<file path="config.mk">
export PLATFORM = sky130hd
export DESIGN_NAME = rat_path_recorder
export DESIGN_NICKNAME = d
export VERILOG_FILES = /design/src/rtl/rat_path_recorder.sv
export SDC_FILE = /design/constraint.sdc
export NUM_CORES = 1
export LEC_CHECK = 0
export CAP_MARGIN = 5
export CORE_UTILIZATION = 55
export DETAILED_ROUTE_END_ITERATION = 10
export PLACE_DENSITY = 0.69
export SETUP_SLACK_MARGIN = 0.1
export SLEW_MARGIN = 20
export SYNTH_ARGS = -nofsm -noshare
export SYNTH_HDL_FRONTEND = slang
export SYNTH_SLANG_ARGS = --single-unit
</file>
<file path="constraint.sdc">
create_clock -name clk -period 4.55 [get_ports clk]
set_input_delay 0.91 -clock clk [delete_from_list [all_inputs] [get_ports clk]]
set_output_delay 0.91 -clock clk [all_outputs]
set_load 0.005 [all_outputs]
</file>
<file path="src/rtl/rat_path_recorder.sv">
`default_nettype none
// ============================================================================
//  Module      : rat_path_recorder
//  Description : Records the maze solver's 2-bit move stream as a LIFO path.
//                A push stores a forward step, a pop discards the top step
//                (backtracking), and push+pop together replaces the top step.
//                A rising edge on run replays the stored path, first move to
//                last, over a valid/ready interface. Completion and a sticky
//                overflow flag are also reported.
//
//  Ports       : clk          system clock, rising edge
//                rst          asynchronous active-high reset
//                push         store move_in on top of the path
//                pop          discard the top move
//                move_in[1:0] move code from the solver (opaque here)
//                run          level; its rising edge starts replay
//                clear        synchronous clear of path and status
//                out_ready    downstream accepts move_out this cycle
//                out_valid    move_out holds a valid replay move
//                move_out[1:0] replayed move code (registered)
//                replay_done  replay finished, held until clear or rst
//                overflow     sticky, a push was attempted while full
//                empty        count == 0
//                count[AW:0]  number of stored moves (0..DEPTH)
//
//  Revision    : 1.0  initial release
// ============================================================================
module rat_path_recorder #(
    parameter int DEPTH = 256,
    parameter int AW    = 8
) (
    input  logic          clk,
    input  logic          rst,
    input  logic          push,
    input  logic          pop,
    input  logic [1:0]    move_in,
    input  logic          run,
    input  logic          clear,
    input  logic          out_ready,
    output logic          out_valid,
    output logic [1:0]    move_out,
    output logic          replay_done,
    output logic          overflow,
    output logic          empty,
    output logic [AW:0]   count
);

    localparam logic [1:0]  c_record = 2'd0;
    localparam logic [1:0]  c_replay = 2'd1;
    localparam logic [1:0]  c_done   = 2'd2;
    localparam logic [AW:0] c_full   = (AW+1)'(DEPTH);

    // Path storage; contents are don't-care after reset or clear.
    logic [1:0]    r_mem [DEPTH];

    logic [1:0]    r_state;
    logic [AW:0]   r_count;
    logic [AW-1:0] r_rd_ptr;
    logic          r_run_q;
    logic          r_out_valid;
    logic [1:0]    r_move_out;
    logic          r_replay_done;
    logic          r_overflow;

    logic [1:0]    w_state;
    logic [AW:0]   w_count;
    logic [AW-1:0] w_rd_ptr;
    logic          w_out_valid;
    logic [1:0]    w_move_out;
    logic          w_replay_done;
    logic          w_overflow;

    logic          w_we;
    logic [AW-1:0] w_waddr;
    logic          w_run_rise;
    logic [AW:0]   w_count_m1;
    logic [AW-1:0] w_rd_next;

    assign w_run_rise = run & ~r_run_q;
    assign w_count_m1 = r_count - 1'b1;
    assign w_rd_next  = r_rd_ptr + 1'b1;

    // ------------------------------------------------------------------------
    // Next-state / datapath decode
    // ------------------------------------------------------------------------
    always_comb begin
        w_state       = r_state;
        w_count       = r_count;
        w_rd_ptr      = r_rd_ptr;
        w_out_valid   = r_out_valid;
        w_move_out    = r_move_out;
        w_replay_done = r_replay_done;
        w_overflow    = r_overflow;
        w_we          = 1'b0;
        w_waddr       = '0;

        case (r_state)
            c_record: begin
                // A run edge wins over any simultaneous push/pop.
                if (w_run_rise) begin
                    if (r_count == '0) begin
                        w_state       = c_done;
                        w_replay_done = 1'b1;
                    end else begin
                        w_state     = c_replay;
                        w_rd_ptr    = '0;
                        w_out_valid = 1'b1;
                        w_move_out  = r_mem[0];
                    end
                end else begin
                    case ({push, pop})
                        2'b10: begin
                            if (r_count != c_full) begin
                                w_we    = 1'b1;
                                w_waddr = r_count[AW-1:0];
                                w_count = r_count + 1'b1;
                            end else begin
                                w_overflow = 1'b1;
                            end
                        end
                        2'b01: begin
                            if (r_count != '0) begin
                                w_count = w_count_m1;
                            end
                        end
                        2'b11: begin
                            // Replace the top move; on an empty path this is a plain push.
                            w_we = 1'b1;
                            if (r_count != '0) begin
                                w_waddr = w_count_m1[AW-1:0];
                            end else begin
                                w_waddr = '0;
                                w_count = r_count + 1'b1;
                            end
                        end
                        default: ;
                    endcase
                end
            end

            c_replay: begin
                if (r_out_valid && out_ready) begin
                    if ({1'b0, r_rd_ptr} == w_count_m1) begin
                        w_state       = c_done;
                        w_out_valid   = 1'b0;
                        w_replay_done = 1'b1;
                    end else begin
                        w_rd_ptr   = w_rd_next;
                        w_move_out = r_mem[w_rd_next];
                    end
                end
            end

            c_done: begin
                w_out_valid   = 1'b0;
                w_replay_done = 1'b1;
            end

            default: begin
                w_state = c_record;
            end
        endcase

        if (clear) begin
            w_state       = c_record;
            w_count       = '0;
            w_rd_ptr      = '0;
            w_out_valid   = 1'b0;
            w_replay_done = 1'b0;
            w_overflow    = 1'b0;
            w_we          = 1'b0;
        end
    end

    // ------------------------------------------------------------------------
    // State and status registers
    // ------------------------------------------------------------------------
    always_ff @(posedge clk or posedge rst) begin
        if (rst) begin
            r_state       <= c_record;
            r_count       <= '0;
            r_rd_ptr      <= '0;
            r_run_q       <= 1'b0;
            r_out_valid   <= 1'b0;
            r_move_out    <= 2'b00;
            r_replay_done <= 1'b0;
            r_overflow    <= 1'b0;
        end else begin
            r_state       <= w_state;
            r_count       <= w_count;
            r_rd_ptr      <= w_rd_ptr;
            r_run_q       <= run;
            r_out_valid   <= w_out_valid;
            r_move_out    <= w_move_out;
            r_replay_done <= w_replay_done;
            r_overflow    <= w_overflow;
        end
    end

    // Storage array carries no reset.
    always_ff @(posedge clk) begin
        if (w_we) begin
            r_mem[w_waddr] <= move_in;
        end
    end

    assign out_valid   = r_out_valid;
    assign move_out    = r_move_out;
    assign replay_done = r_replay_done;
    assign overflow    = r_overflow;
    assign count       = r_count;
    assign empty       = (r_count == '0);

endmodule
`default_nettype wire

</file>
* Word level (Yosys, flattened, before mapping)
Memory sizes are Yosys's and may differ from the RTL's. Cells that the tools add are included.
Operators by class: reductions and logical operators 17, muxes and demuxes 53, bitwise logic cells 2, add/subtract/negate cells 3, eq/ne operators 23
Operators by type and width (count):
- 8-bit two-way mux | 9
- 9-bit two-way mux | 6
- 8-bit one-hot mux with 2 select lines | 2
- 3-bit inequality test (second input constant) | 9
- 9-bit one-hot mux with 3 select lines | 1
- 1-bit two-way mux | 21
- 5-bit AND reduction | 4
- 2-bit two-way mux | 9
- 2-bit inequality test (second input constant) | 7
- 9-bit by 1-bit adder with 9-bit output (second input constant) | 1
- 8-bit by 9-bit == test with 1-bit output | 1
- 9-bit zero test | 1
- 9-bit inequality test (second input constant) | 1
- 9-bit nonzero test | 1
- 9-bit by 1-bit subtractor with 9-bit output (second input constant) | 1
- 8-bit by 1-bit adder with 8-bit output (second input constant) | 1
- 4-bit AND reduction | 2
- 4-bit nonzero test | 2
- 2-bit == test (second input constant) | 3
- 1-bit one-hot mux with 3 select lines | 2
- 2-bit one-hot mux with 3 select lines | 1
- 6-bit AND reduction | 1
- 2-bit nonzero test | 3
- 2-bit by 1-bit == test with 1-bit output (second input constant) | 2
- other kinds (7) | 7
Word-level totals: register bits after elaboration 25, memories kept 1, logic and storage cells 107, memory bits (writable) 512, output and inout bits 15
Memory list:
- r_mem | words 256, width 2, read ports 2, clocked after memory_dff 0, wr ports 1, RTL line 54 | logic [1:0] r_mem [DEPTH];

* Longest topological paths before layout
Gate-level depths: netlist of run 1.
depth in word-level cells 8, depth in mapped cells 13

* Worst setup path before layout of run 1
Ideal clock, no wire load.
kind reg-to-reg, start point register r_count[0], in the netlist count[0], end point memory r_mem[19][0] (enable), slack 1.171 ns, arrival time 3.069 ns, cell stages (with the launch flop) 12, buffers on the path 2, clock period less this slack 3.379 ns, cell sequence dfrtp_1 > clkbuf_1 > inv_1 > ha_1 > or3b_4 > o41a_4 > a2bb2oi_4 > nor2_1 > or3_4 > or2_4 > buf_6 > nor2_1
On the way: longest elaborated chain between the ends 8, elaborated cells on any way between the ends 15, those cells by class 1 x add/sub; 1 x eq/ne; 12 x mux; 1 x reduce/logical
RTL lines:
- start: declaration | RTL line 57 | logic [AW:0] r_count;
- start signal: assignment | RTL line 190 | r_count <= w_count;
- branches (longest 8 deep; another with 9-bit by 1-bit subtractor with 9-bit output)
- end: declaration | RTL line 54
Parallel ways; which one is timed is not known.

* Final worst setup path of run 1
start point register r_count[1], in the netlist count[1], end point memory r_mem[25][0] (enable)
The elaborated chain is that of the path after synthesis.

==> summary.txt, run 1 <==
Run status
  • Outcome: finished clean

Worst setup path
  • CP Max Fanout: 16
  • WS Path Type: register to register
  • Worst reg2reg setup slack: approximately 0.6 ns
  • Arrival @ worst endpoint: approximately 4.2 ns
  • Critical Path End Type: register
  • CP Data Required Time: ~4.8 ns
  • Startpoint Class: register

Clocking
  • Root buf cell: clkbuf_16
  • Post-CTS Setup Inserts: 0
  • Clk sinks: between 500 and 600
  • Clock-pin slew on the worst setup and hold paths: ~0.060 ns
  • Max H-tree Level: 2
  • Hold Buf Count CTS: 0
  • Max clock buf depth: 3
  • Worst skew pair latency: 0.62 ns
  • CTS Buf Count: 54
  • TritonCTS clock tree: built
  • Post_cts resized: 0

Yosys
  • Post-synth top cells: edfxtp_1 (512), nor2_1 (304), mux4_2 (126)
  • Simple-gate share of the synthesized area: 10.33%
  • Synth async-reset ratio: under 10%
  • Synth area leader: edfxtp_1
  • Dominant synthesized flop cell: edfxtp_1
  • Largest cells by area after synthesis: edfxtp_1 (66%), mux4_2 (12%), nor2_1 (4.9%)
  • Yosys reg bits: approximately 540
  • Synth top area share: 65.71%
  • Mean Syn Cell Area: between 15 and 20 sq um
  • Syn_nets: 1554
  • Cell count after synthesis: about 1.5k
  • Synth Area in Compound Gates: 4.203%
  • Mux contribution to synthesized area: a little over an eighth
  • Cell with the most instances after synthesis: edfxtp_1
  • Synth unique cells: 76
  • Post-Synthesis Cell Area: approximately 23000 sq um
  • Synth warnings: 0
  • EDFF count, synth: around 510
  • Post-synthesis sequential area ratio: between 60% and 70%
  • Largest family of logic cells by synthesized area: multiplexers
  • XOR/XNOR share of the synthesized area: approximately 1.1%
  • Post-synthesis adder-cell area fraction: less than 1%

Route
  • Number of remaining DRC errors: 0
  • Wire per inst: around 26 microns
  • Via count: roughly 14k
  • ANT nets after route: 0
  • Drt pass-1 iters: 5
  • Post-Route WL: ~55 mm
  • Initial DRC count: between 1.5k and 2k
  • Vias per inst: 6.394

Finish
  • NumNets Final: between 1.5k and 2k
  • Reg area: 16000 sq um
  • Filler cell count in the final layout: approximately 3.1k
  • Synthesis-to-layout area growth: 12.12%
  • Layout cell share with drive strength beyond 1: a little under a fifth
  • Ant. Diodes: 0
  • Multi-input gate area: between 6000 and 7000 sq um

Floorplan
  • Die H: between 200 and 250 microns
  • CORE AREA: 41950 sq um
  • Row cnt: between 70 and 80
  • Initial Util: 55.78%
  • IO Pins: 24
  • Die width: approximately 210 microns
  • Die Area: 43370 sq um

GRT
  • Largest net degree at the start of global routing: about 110
  • Vias in the first global route: between 10k and 15k
  • Gr ovfl total: 0
  • Initial antenna violation count: 0
  • First-pass GRT wire length: approximately 84 mm
  • Overall routing resource usage: a little over a quarter

STA
  • Final worst path period share: between 80 and 90%
  • Fin. max-slew vios: 0
  • Setup Skew: 0.02388 ns
  • Minimum clock period: roughly 4.0 ns
  • Final setup violation count: 0
  • Normalized max-slew margin: 27.69%
  • Highest Clock Rate: about 250 MHz
  • Slew @ Worst Pin: approximately 1.1 ns
  • RSZ-0062 raised after global routing: false
  • Hold Vio Cnt, Final: 0
  • Setup TNS: 0 ns

Place
  • GPL Wtd Cong: a little under 0.9
  • Detailed placer's ending HPWL: roughly 33 mm
  • PortBufs: 23

Power and ir drop
  • PD cells: around 450 nW/um^2
  • Total Power: approximately 12 mW
  • LEAKAGE: roughly 8.0 nW
  • Peak supply drop: 0.2795 mV

Run
  • Max Cap Violations: 0

Min path
  • Hold Path Class: register to register
[cells in the final DEF (no fill, tap or decap), drive strengths merged, types with 4 or more instances in the layout]
cell           instances
a211oi                 4
a21oi                 33
a31oi                  8
a32oi                  9
and3                   9
buf                   65
bufinv                 8
clkbuf                59
clkdlybuf4s50         21
clkinv                25
clkinvlp               6
dfrtp                 25
edfxtp               512
ha                     9
inv                   16
mux2                   5
mux2i                 21
mux4                 126
nand2                102
nand2b                12
nand3                 48
nand4                 14
nor2                 305
nor2b                  4
nor3                  19
o2111ai                5
o211ai                 4
o21a                   4
o21ai                 40
or2                    5
or3                   12
xnor2                 18
xor2                   9
[registers in the layout, summed over array words and instances (netlist names)]
| signal | cells |
|---|---|
| r_mem | 512 |
| count | 9 |
| r_rd_ptr | 8 |
| move_out | 2 |
| r_state | 2 |
| out_valid | 1 |
| overflow | 1 |
| r_run_q | 1 |
| replay_done | 1 |
[critical path, cell delays in order (launching register included)]
cell,delay (ns)
dfrtp_1,0.51
inv_1,0.17
ha_1,0.23
or3b_4,0.44
o41ai_4,0.49
nor2_1,0.07
o21ai_0,0.20
nand2_1,0.11
o21ai_1,0.46
nand2_1,0.56
nor2_1,0.38
[path summary, 6_finish.rpt]
kind / from / cells after the start / end
setup reg to reg: count[1]$_DFFE_PP0P_ / 10 / r_mem[25][0]$_DFFE_PP_
hold reg to reg: replay_done$_DFFE_PP0P_ / 2 / replay_done$_DFFE_PP0P_
max in group asynchronous: rst / 2 / r_rd_ptr[0]$_DFFE_PP0P_
min in group asynchronous: rst / 2 / r_state[0]$_DFFE_PP0P_
hold / removal: replay_done$_DFFE_PP0P_ / 2 / replay_done$_DFFE_PP0P_
setup / recovery: count[1]$_DFFE_PP0P_ / 10 / r_mem[25][0]$_DFFE_PP_
[kinds of logic (layout without fill, tap and decap cells)]
logic type               after synthesis  after routing
AND/OR/NAND/NOR                      548            548
flip-flops                           537            537
multiplexers                         152            152
AO/OA/AOI/OAI                        142            142
buffers and inverters                120            200
XOR/XNOR                              28             28
adder cells (fa/ha/maj)                9              9
[final cells by class]
type,count,area share [%]
Sequential cell,537,61.01
Clock buffer,59,5.222
Tap cell,539,2.571
Timing Repair Buffer,86,2.928
Multi-Input combinational cell,879,26.40
Inverter,15,0.2146
Clock inverter,40,1.660
[layer usage]
layer | vias up | global-route usage (%) | routed length (microns)
met1 | 7120 | 37.42 | 22680
met5 | - | 0 | 0
met2 | 604 | 41.94 | 26920
met3 | 93 | 4.121 | 4352
li1 | 5961 | - | -
met4 | 0 | 7.126 | 1350
[where the power goes]
group | internal, mW | total [mW] | switching [mW]
Combinational | 0.673 | 1.68 | 1.01
Clock | 2.63 | 4.51 | 1.88
Sequential | 5.46 | 5.53 | 0.0699
Total | 8.76 | 11.7 | 2.96
[stage by stage]
| step | worst slack, ns | utilization (%) | hold WS [ns] | instance area, sq um | cells |
|---|---|---|---|---|---|
| floorplan | 1.171 | - | 0.4859 | 23400 | 1536 |
| global placement | 0.3728 | 58.22 | 0.4893 | 24420 | 2056 |
| detailed placement | 0.3168 | 58.24 | 0.5226 | 24430 | 2056 |
| CTS | 0.6495 | 62.54 | 0.5474 | 26230 | 2155 |
| global route | 0.3259 | 62.54 | 0.5632 | 26230 | 2155 |
| finish | 0.5931 | 62.54 | 0.5258 | 26230 | 2155 |
No activity file was read; power rests on OpenSTA's default activity.
==> inputs of run 2 (changes only) <==
--- a/config.mk
+++ b/config.mk
@@ -6,6 +6,7 @@
 export NUM_CORES = 1
 export LEC_CHECK = 0
 export CAP_MARGIN = 5
+export CORE_MARGIN = 5
 export CORE_UTILIZATION = 55
 export DETAILED_ROUTE_END_ITERATION = 10
 export PLACE_DENSITY = 0.69
==> run 2 against run 1 <==
  * Die area is 7.8% higher
  * Setup slack better by 0.13 ns
  * Combinational power hardly changed
  * Sequential power hardly changed
  * Fmax is 3.5% higher
  * Sequential cell count stayed put
  * Non-clock buffer count is 5 lower
  * Final cell count is 0.32% lower
  * Worst hold slack worse by 0.026 ns
  * Core utilization is 0.54 points lower
  * Global-route usage is 2.5 points lower
  * Critical path type unchanged
  * Critical endpoint is now r_mem[228][1]$_DFFE_PP_
  * Largest cell class unchanged
  * Highest routed layer unchanged
==> summary.txt, run 2 (synthesis results as in run 1) <==
Worst setup path
  • Startpoint Class: register
  • CP Max Fanout: 16 (unchanged)
  • Max incr delay on CP: 0.61 ns (+0.05 ns)
  • WS Path Type: register to register
  • Critical Path End Type: register
  • Worst r2r src: count[1]$_DFFE_PP0P_
  • Crit-path slowest cell: nor3b_2
  • CP Data Required Time: 4.83 ns (about the same)
  • Arrival @ worst endpoint: 4.11 ns (-0.13 ns)
  • Critical path buffers and inverters: 2 (+1)
  • Critical-path cell list: inv_1 > ha_1 > or3b_4 > o41ai_4 > a2bb2oi_1 > nor3b_2 > nand2_1 > buf_4 > nor2_1
  • CP Launch Point: count[1]$_DFFE_PP0P_
  • CP delay by family, top: simple AND/OR/NAND/NOR gates

Place
  • Cell Count Post-Placement: 2051 (-0.24%)
  • PortBufs: 23 (unchanged)
  • GPL Wtd Cong: 0.8926 (+2.1%)
  • Detailed placer's ending HPWL: 33.63 mm (+0.38%)

Route
  • Vias per inst: 6.350 (-0.68%)
  • Number of remaining DRC errors: 0 (unchanged)
  • Wire per inst: 25.53 microns (-0.51%)
  • Post-Route WL: 54.85 mm (-0.84%)
  • Via count: 13.64k (-1.0%)
  • Initial DRC count: 1527 (-0.65%)
  • Drt pass-1 iters: 5 (unchanged)
  • ANT nets after route: 0 (unchanged)

Clocking
  • TritonCTS clock tree: built
  • Max clock buf depth: 3 (unchanged)
  • Max H-tree Level: 2 (unchanged)
  • Worst skew pair latency: 0.60 ns (-0.02 ns)
  • Clock-pin slew on the worst setup and hold paths: 0.06 ns (about the same)
  • Clk sinks: 537 (unchanged)
  • CTS Buf Count: 53 (-1.9%)
  • Post-CTS Setup Inserts: 0 (unchanged)
  • Root buf cell: clkbuf_16
  • Hold Buf Count CTS: 0 (unchanged)
  • Post_cts resized: 0 (unchanged)

Power and ir drop
  • Clk network pwr share: 36.9% (-1.6 points)
  • Total Power: 11.42 mW (-2.6%)
  • Sw Ratio: 25.54% (+0.32 points)
  • Cell Int Power: 8.504 mW (-3.0%)
  • Comb power frac: 14.6% (+0.2 points)
  • Net load switching power: 2.917 mW (-1.3%)
  • Sequential Power Share: 48.5% (+1.3 points)
  • LEAKAGE: 7.907 nW (-0.99%)
  • PD cells: 438.2 nW/um^2 (-1.9%)
  • Peak supply drop: 0.2811 mV (+0.60%)

Floorplan
  • CORE AREA: 42040 sq um (+0.22%)
  • Die H: 216.3 microns (+3.8%)
  • IO Pins: 24 (unchanged)
  • Initial Util: 55.65% (-0.12 points)
  • Die width: 216.3 microns (+3.8%)
  • Die Area: 46770 sq um (+7.8%)
  • Row cnt: 75 (unchanged)

STA
  • Minimum clock period: 3.824 ns (-0.1324 ns)
  • Normalized max-slew margin: 24.24% (-3.4 points)
  • Fin. max-slew vios: 0 (unchanged)
  • Final worst path period share: 84.05% (-2.9 points)
  • Slew @ Worst Pin: 1.128 ns (+0.05078 ns)
  • RSZ-0062 raised after global routing: false
  • Setup Skew: 0.02405 ns (+0.0001684 ns)
  • Highest Clock Rate: 261.5 MHz (+3.5%)
  • Final setup violation count: 0 (unchanged)
  • Setup TNS: 0 ns (unchanged)
  • Hold Vio Cnt, Final: 0 (unchanged)

Finish
  • Final Util: 62.00% (-0.54 points)
  • NumNets Final: 1585 (-0.38%)
  • Largest register by flop count: r_mem
  • Non-Filler Instances: 2148 (-0.32%)
  • Commonest non-fill, non-tap cell in the layout: edfxtp_1
  • Commonest non-fill, non-tap cells in the layout: edfxtp_1 (512), nor2_1 (304), mux4_2 (126)
  • Max FFs per register: 512 (unchanged)
  • Ant. Diodes: 0 (unchanged)
  • Layout cell share with drive strength beyond 1: 18.52% (-0.60 points)
  • Synthesis-to-layout area growth: 11.40%

GRT
  • Gr ovfl total: 0 (unchanged)
  • First-pass GRT wire length: 83.99 mm (-0.12%)
  • GRT met1 Usage: 33.40% (-4.0 points)
  • Vias in the first global route: 13.67k (-0.97%)
  • Initial antenna violation count: 1 (+1)
  • Most used routing layer: met2
  • Met2 Use GR: 38.34% (-3.6 points)
  • Largest net degree at the start of global routing: 159 (+47%)
  • Overall routing resource usage: 23.56% (-2.5 points)
  • Routing usage on met3: 4.926% (+0.81 points)

Min path
  • Min-delay src: replay_done$_DFFE_PP0P_
  • Hold Path Class: register to register

Run
  • Max Cap Violations: 0 (unchanged)

Run status
  • Outcome: finished clean
## run 2: cell types whose count changed in the layout (fill, tap and decap cells not counted), sizes merged
| cell | delta |
|---|---|
| bufinv | -5 |
| buf | -5 |
| inv | +1 |
| clkinv | +4 |
| clkinvlp | -2 |
## run 2: per-layer routing
layer  vias to the layer above  routed length, microns
li1                       5943                       -
met1                      7022                   22200
met2                       595                   26780
met3                        80                    4697
met4                         0                    1172
met5                         -                       0
## run 2: final timing paths
kind                                                end  cells past startpoint  slack (ns)
worst max register to register  r_mem[228][1]$_DFFE_PP_                      9        0.73
min in group asynchronous       replay_done$_DFFE_PP0P_                      2        0.68
max in group asynchronous       r_rd_ptr[0]$_DFFE_PP0P_                      2        3.44
worst min-delay path            replay_done$_DFFE_PP0P_                      2        0.50
worst min register to register  replay_done$_DFFE_PP0P_                      2        0.50
worst max-delay path            r_mem[228][1]$_DFFE_PP_                      9        0.73
## run 2: metrics by stage
stage / hold WS (ns) / setup WS (ns) / instance area [sq um]
6_report: 0.4997 / 0.7255 / 26060
5_1_grt: 0.4997 / 0.4281 / 26060
4_1_cts: 0.4937 / 0.7137 / 26060
3_5_place_dp: 0.4871 / 0.3158 / 24400
3_3_place_gp: 0.4771 / 0.3707 / 24400
2_1_floorplan: 0.4859 / 1.171 / 23400
## run 2: cell type report
| cell class | count | area [sq um] |
|---|---|---|
| clock buffer | 59 | 1391 |
| clock inverter | 38 | 276.5 |
| fill | 3048 | 15980 |
| inverter | 15 | 56.30 |
| multi-input combinational | 879 | 6918 |
| sequential | 537 | 16000 |
| tap | 539 | 674.4 |
| timing repair buffer | 81 | 743.2 |
## run 2: power groups by stage
stage	clock (mW)	combinational, mW	sequential (mW)
2_1_floorplan	0	1.19	5.60
3_3_place_gp	0	1.65	5.64
3_5_place_dp	0	1.66	5.64
4_1_cts	4.28	1.67	5.53
5_1_grt	4.51	1.83	5.54
6_report	4.22	1.67	5.53
## run 2: tightest hold or removal path: cells and delay by family (launching register included)
| kind | cells | cell delay, ns |
|---|---|---|
| compound gates | 1 | 0.04 |
| flops | 1 | 0.34 |
| simple gates | 1 | 0.08 |
==> inputs of run 3 (changes only) <==
--- a/config.mk
+++ b/config.mk
@@ -9,7 +9,7 @@
 export CORE_MARGIN = 5
 export CORE_UTILIZATION = 55
 export DETAILED_ROUTE_END_ITERATION = 10
-export PLACE_DENSITY = 0.69
+export PLACE_DENSITY = 0.72
 export SETUP_SLACK_MARGIN = 0.1
 export SLEW_MARGIN = 20
 export SYNTH_ARGS = -nofsm -noshare
==> constraint.sdc (replaced) <==
create_clock -name clk -period 3.24 [get_ports clk]
set_input_delay 0.648 -clock clk [delete_from_list [all_inputs] [get_ports clk]]
set_output_delay 0.648 -clock clk [all_outputs]
set_load 0.005 [all_outputs]
==> run 3 against run 2 <==
  * Combinational power up 90%
  * Largest cell class unchanged
  * Sequential share of layout area down 4.2 points
  * Highest routed layer unchanged
  * Power up 47%
  * Critical endpoint is now r_mem[0][0]$_DFFE_PP_
==> summary.txt, run 3 (synthesis results as in run 1) <==
Worst setup path
  • Critical Path End Type: register
  • Startpoint Class: register
  • Worst-case reg-to-reg path depth: 11 (+2)
  • R2R Path End: r_mem[0][0]$_DFFE_PP_
  • CP Max Fanout: 7 (-9)
  • WS Path Type: register to register
  • Worst reg2reg setup slack: 0.05 ns (-0.68 ns)
  • Arrival @ worst endpoint: 3.48 ns (-0.63 ns)
  • CP Data Required Time: 3.53 ns (-1.30 ns)
  • Worst r2r src: count[0]$_DFFE_PP0P_

Finish
  • Layout cell share with drive strength beyond 1: 31.03% (+13 points)
  • Ant. Diodes: 0 (unchanged)
  • Reg area: 16010 sq um (about the same)
  • Max FFs per register: 512 (unchanged)
  • Largest register by flop count: r_mem
  • Commonest non-fill, non-tap cells in the layout: edfxtp_1 (512), nor2_1 (197), mux4_2 (126)
  • Filler cell count in the final layout: 2816 (-7.6%)
  • Final Util: 66.54% (+4.5 points)
  • Multi-input gate area: 7547 sq um (+9.1%)
  • Commonest non-fill, non-tap cell in the layout: edfxtp_1
  • Synthesis-to-layout area growth: 19.57%
  • NumNets Final: 1698 (+7.1%)
  • Non-Filler Instances: 2260 (+5.2%)

Run
  • Max Cap Violations: 0 (unchanged)

Power and ir drop
  • Total Power: 16.80 mW (+47%)
  • LEAKAGE: 8.656 nW (+9.5%)
  • PD cells: 600.4 nW/um^2 (+37%)
  • Peak supply drop: 0.4080 mV (+45%)

GRT
  • Largest net degree at the start of global routing: 91 (-43%)
  • Initial antenna violation count: 0 (-1)
  • Overall routing resource usage: 24.80% (+1.2 points)
  • Gr ovfl total: 0 (unchanged)
  • First-pass GRT wire length: 87.61 mm (+4.3%)
  • Vias in the first global route: 14.38k (+5.1%)

STA
  • Setup TNS: 0 ns (unchanged)
  • Setup Skew: 0.04159 ns (+0.01755 ns)
  • Highest Clock Rate: 313.4 MHz (+20%)
  • RSZ-0062 raised after global routing: true
  • Final setup violation count: 0 (unchanged)
  • Hold Vio Cnt, Final: 0 (unchanged)
  • Fin. max-slew vios: 0 (unchanged)
  • Slew @ Worst Pin: 0.7713 ns (-0.3570 ns)
  • Normalized max-slew margin: 48.58% (+24 points)
  • Minimum clock period: 3.190 ns (-0.6340 ns)
  • Final worst path period share: 98.47% (+14 points)

Place
  • Detailed placer's ending HPWL: 37.45 mm (+11%)
  • Cell Count Post-Placement: 2151 (+4.9%)
  • PortBufs: 23 (unchanged)
  • GPL Wtd Cong: 0.8970 (+0.49%)

Route
  • Number of remaining DRC errors: 0 (unchanged)
  • Drt pass-1 iters: 5 (unchanged)
  • Wire per inst: 25.87 microns (+1.3%)
  • Initial DRC count: 1776 (+16%)
  • Vias per inst: 6.331 (-0.30%)
  • Via count: 14.31k (+4.9%)
  • Post-Route WL: 58.48 mm (+6.6%)
  • ANT nets after route: 0 (unchanged)

Clocking
  • TritonCTS clock tree: built
  • Clk sinks: 537 (unchanged)
  • Max clock buf depth: 3 (unchanged)
  • Hold Buf Count CTS: 0 (unchanged)
  • Max H-tree Level: 2 (unchanged)
  • Root buf cell: clkbuf_16
  • Clock-pin slew on the worst setup and hold paths: 0.06 ns (about the same)
  • CTS Buf Count: 52 (-1.9%)
  • Worst skew pair latency: 0.62 ns (+0.02 ns)

Floorplan
  • Die H: 216.3 microns (unchanged)
  • Initial Util: 55.65% (unchanged)
  • CORE AREA: 42040 sq um (unchanged)
  • Row cnt: 75 (unchanged)
  • Die Area: 46770 sq um (unchanged)
  • IO Pins: 24 (unchanged)
  • Die width: 216.3 microns (unchanged)

Run status
  • Outcome: finished clean

Min path
  • Hold Path Class: input pin to async pin
## run 3: metal layers
metal | global-route usage [%] | part of all wire, % | up-vias
met5 | 0 | 0 | -
met4 | 8.501 | 3.4 | 0
met3 | 5.638 | 10 | 127
met2 | 38.54 | 48 | 750
met1 | 35.39 | 39 | 7243
li1 | - | - | 6188
## run 3: power by group
group	total (mW)	leakage, nW	switching [mW]	internal [mW]
Clock	5.91	0.803	2.57	3.33
Combinational	3.17	2.92	1.77	1.40
Sequential	7.72	4.93	0.0563	7.67
## run 3: layout make-up
class / count / area share, %
inverter: 15 / 0.2013
sequential: 537 / 57.21
clock buffer: 63 / 4.871
multi-input combinational: 882 / 26.98
timing repair buffer: 192 / 7.232
tap: 539 / 2.411
clock inverter: 32 / 1.096
## run 3: what timing repair did
item / 4_1_cts / 5_1_grt
gates resized for setup: 53 / 106
setup endpoints to repair: 133 / 499
cloned: 1 / 2
pin swaps: 12 / 19
buffers inserted: 8 / 3
## run 3: worst max path at each step
| stage | start | endpoint | slack (ns) | cells past startpoint |
|---|---|---|---|---|
| CTS | count[0]$_DFFE_PP0P_ | r_mem[211][1]$_DFFE_PP_ | 0.05 | 10 |
| floorplan | count[0]$_DFFE_PP0P_ | r_mem[19][0]$_DFFE_PP_ | 0.12 | 11 |
| detailed placement | pop | r_mem[211][1]$_DFFE_PP_ | -0.26 | 10 |
| global placement | pop | r_mem[87][0]$_DFFE_PP_ | -0.18 | 10 |
| finish | count[0]$_DFFE_PP0P_ | r_mem[0][0]$_DFFE_PP_ | 0.05 | 11 |
| global route | count[0]$_DFFE_PP0P_ | r_mem[0][0]$_DFFE_PP_ | 0.02 | 11 |
## run 3: critical path: stages, from the launching register on
cell and delay, ns:
dfrtp_2 0.42, inv_2 0.08, ha_4 0.16, or3b_4 0.41
o41a_4 0.39, buf_6 0.14, a21oi_4 0.12, a211oi_2 0.05
buf_4 0.15, or3_4 0.41, or2_4 0.38, nor2_4 0.16
## run 3: per-stage QoR
step | hold slack [ns] | worst slack (ns) | area (sq um)
2_1_floorplan | 0.4859 | 0.1195 | 23540
3_3_place_gp | 0.4755 | -0.1814 | 25650
3_5_place_dp | 0.4999 | -0.2600 | 25650
4_1_cts | 0.3871 | 0.04517 | 27570
5_1_grt | 0.4387 | 0.02408 | 27980
6_report | 0.4068 | 0.04955 | 27980
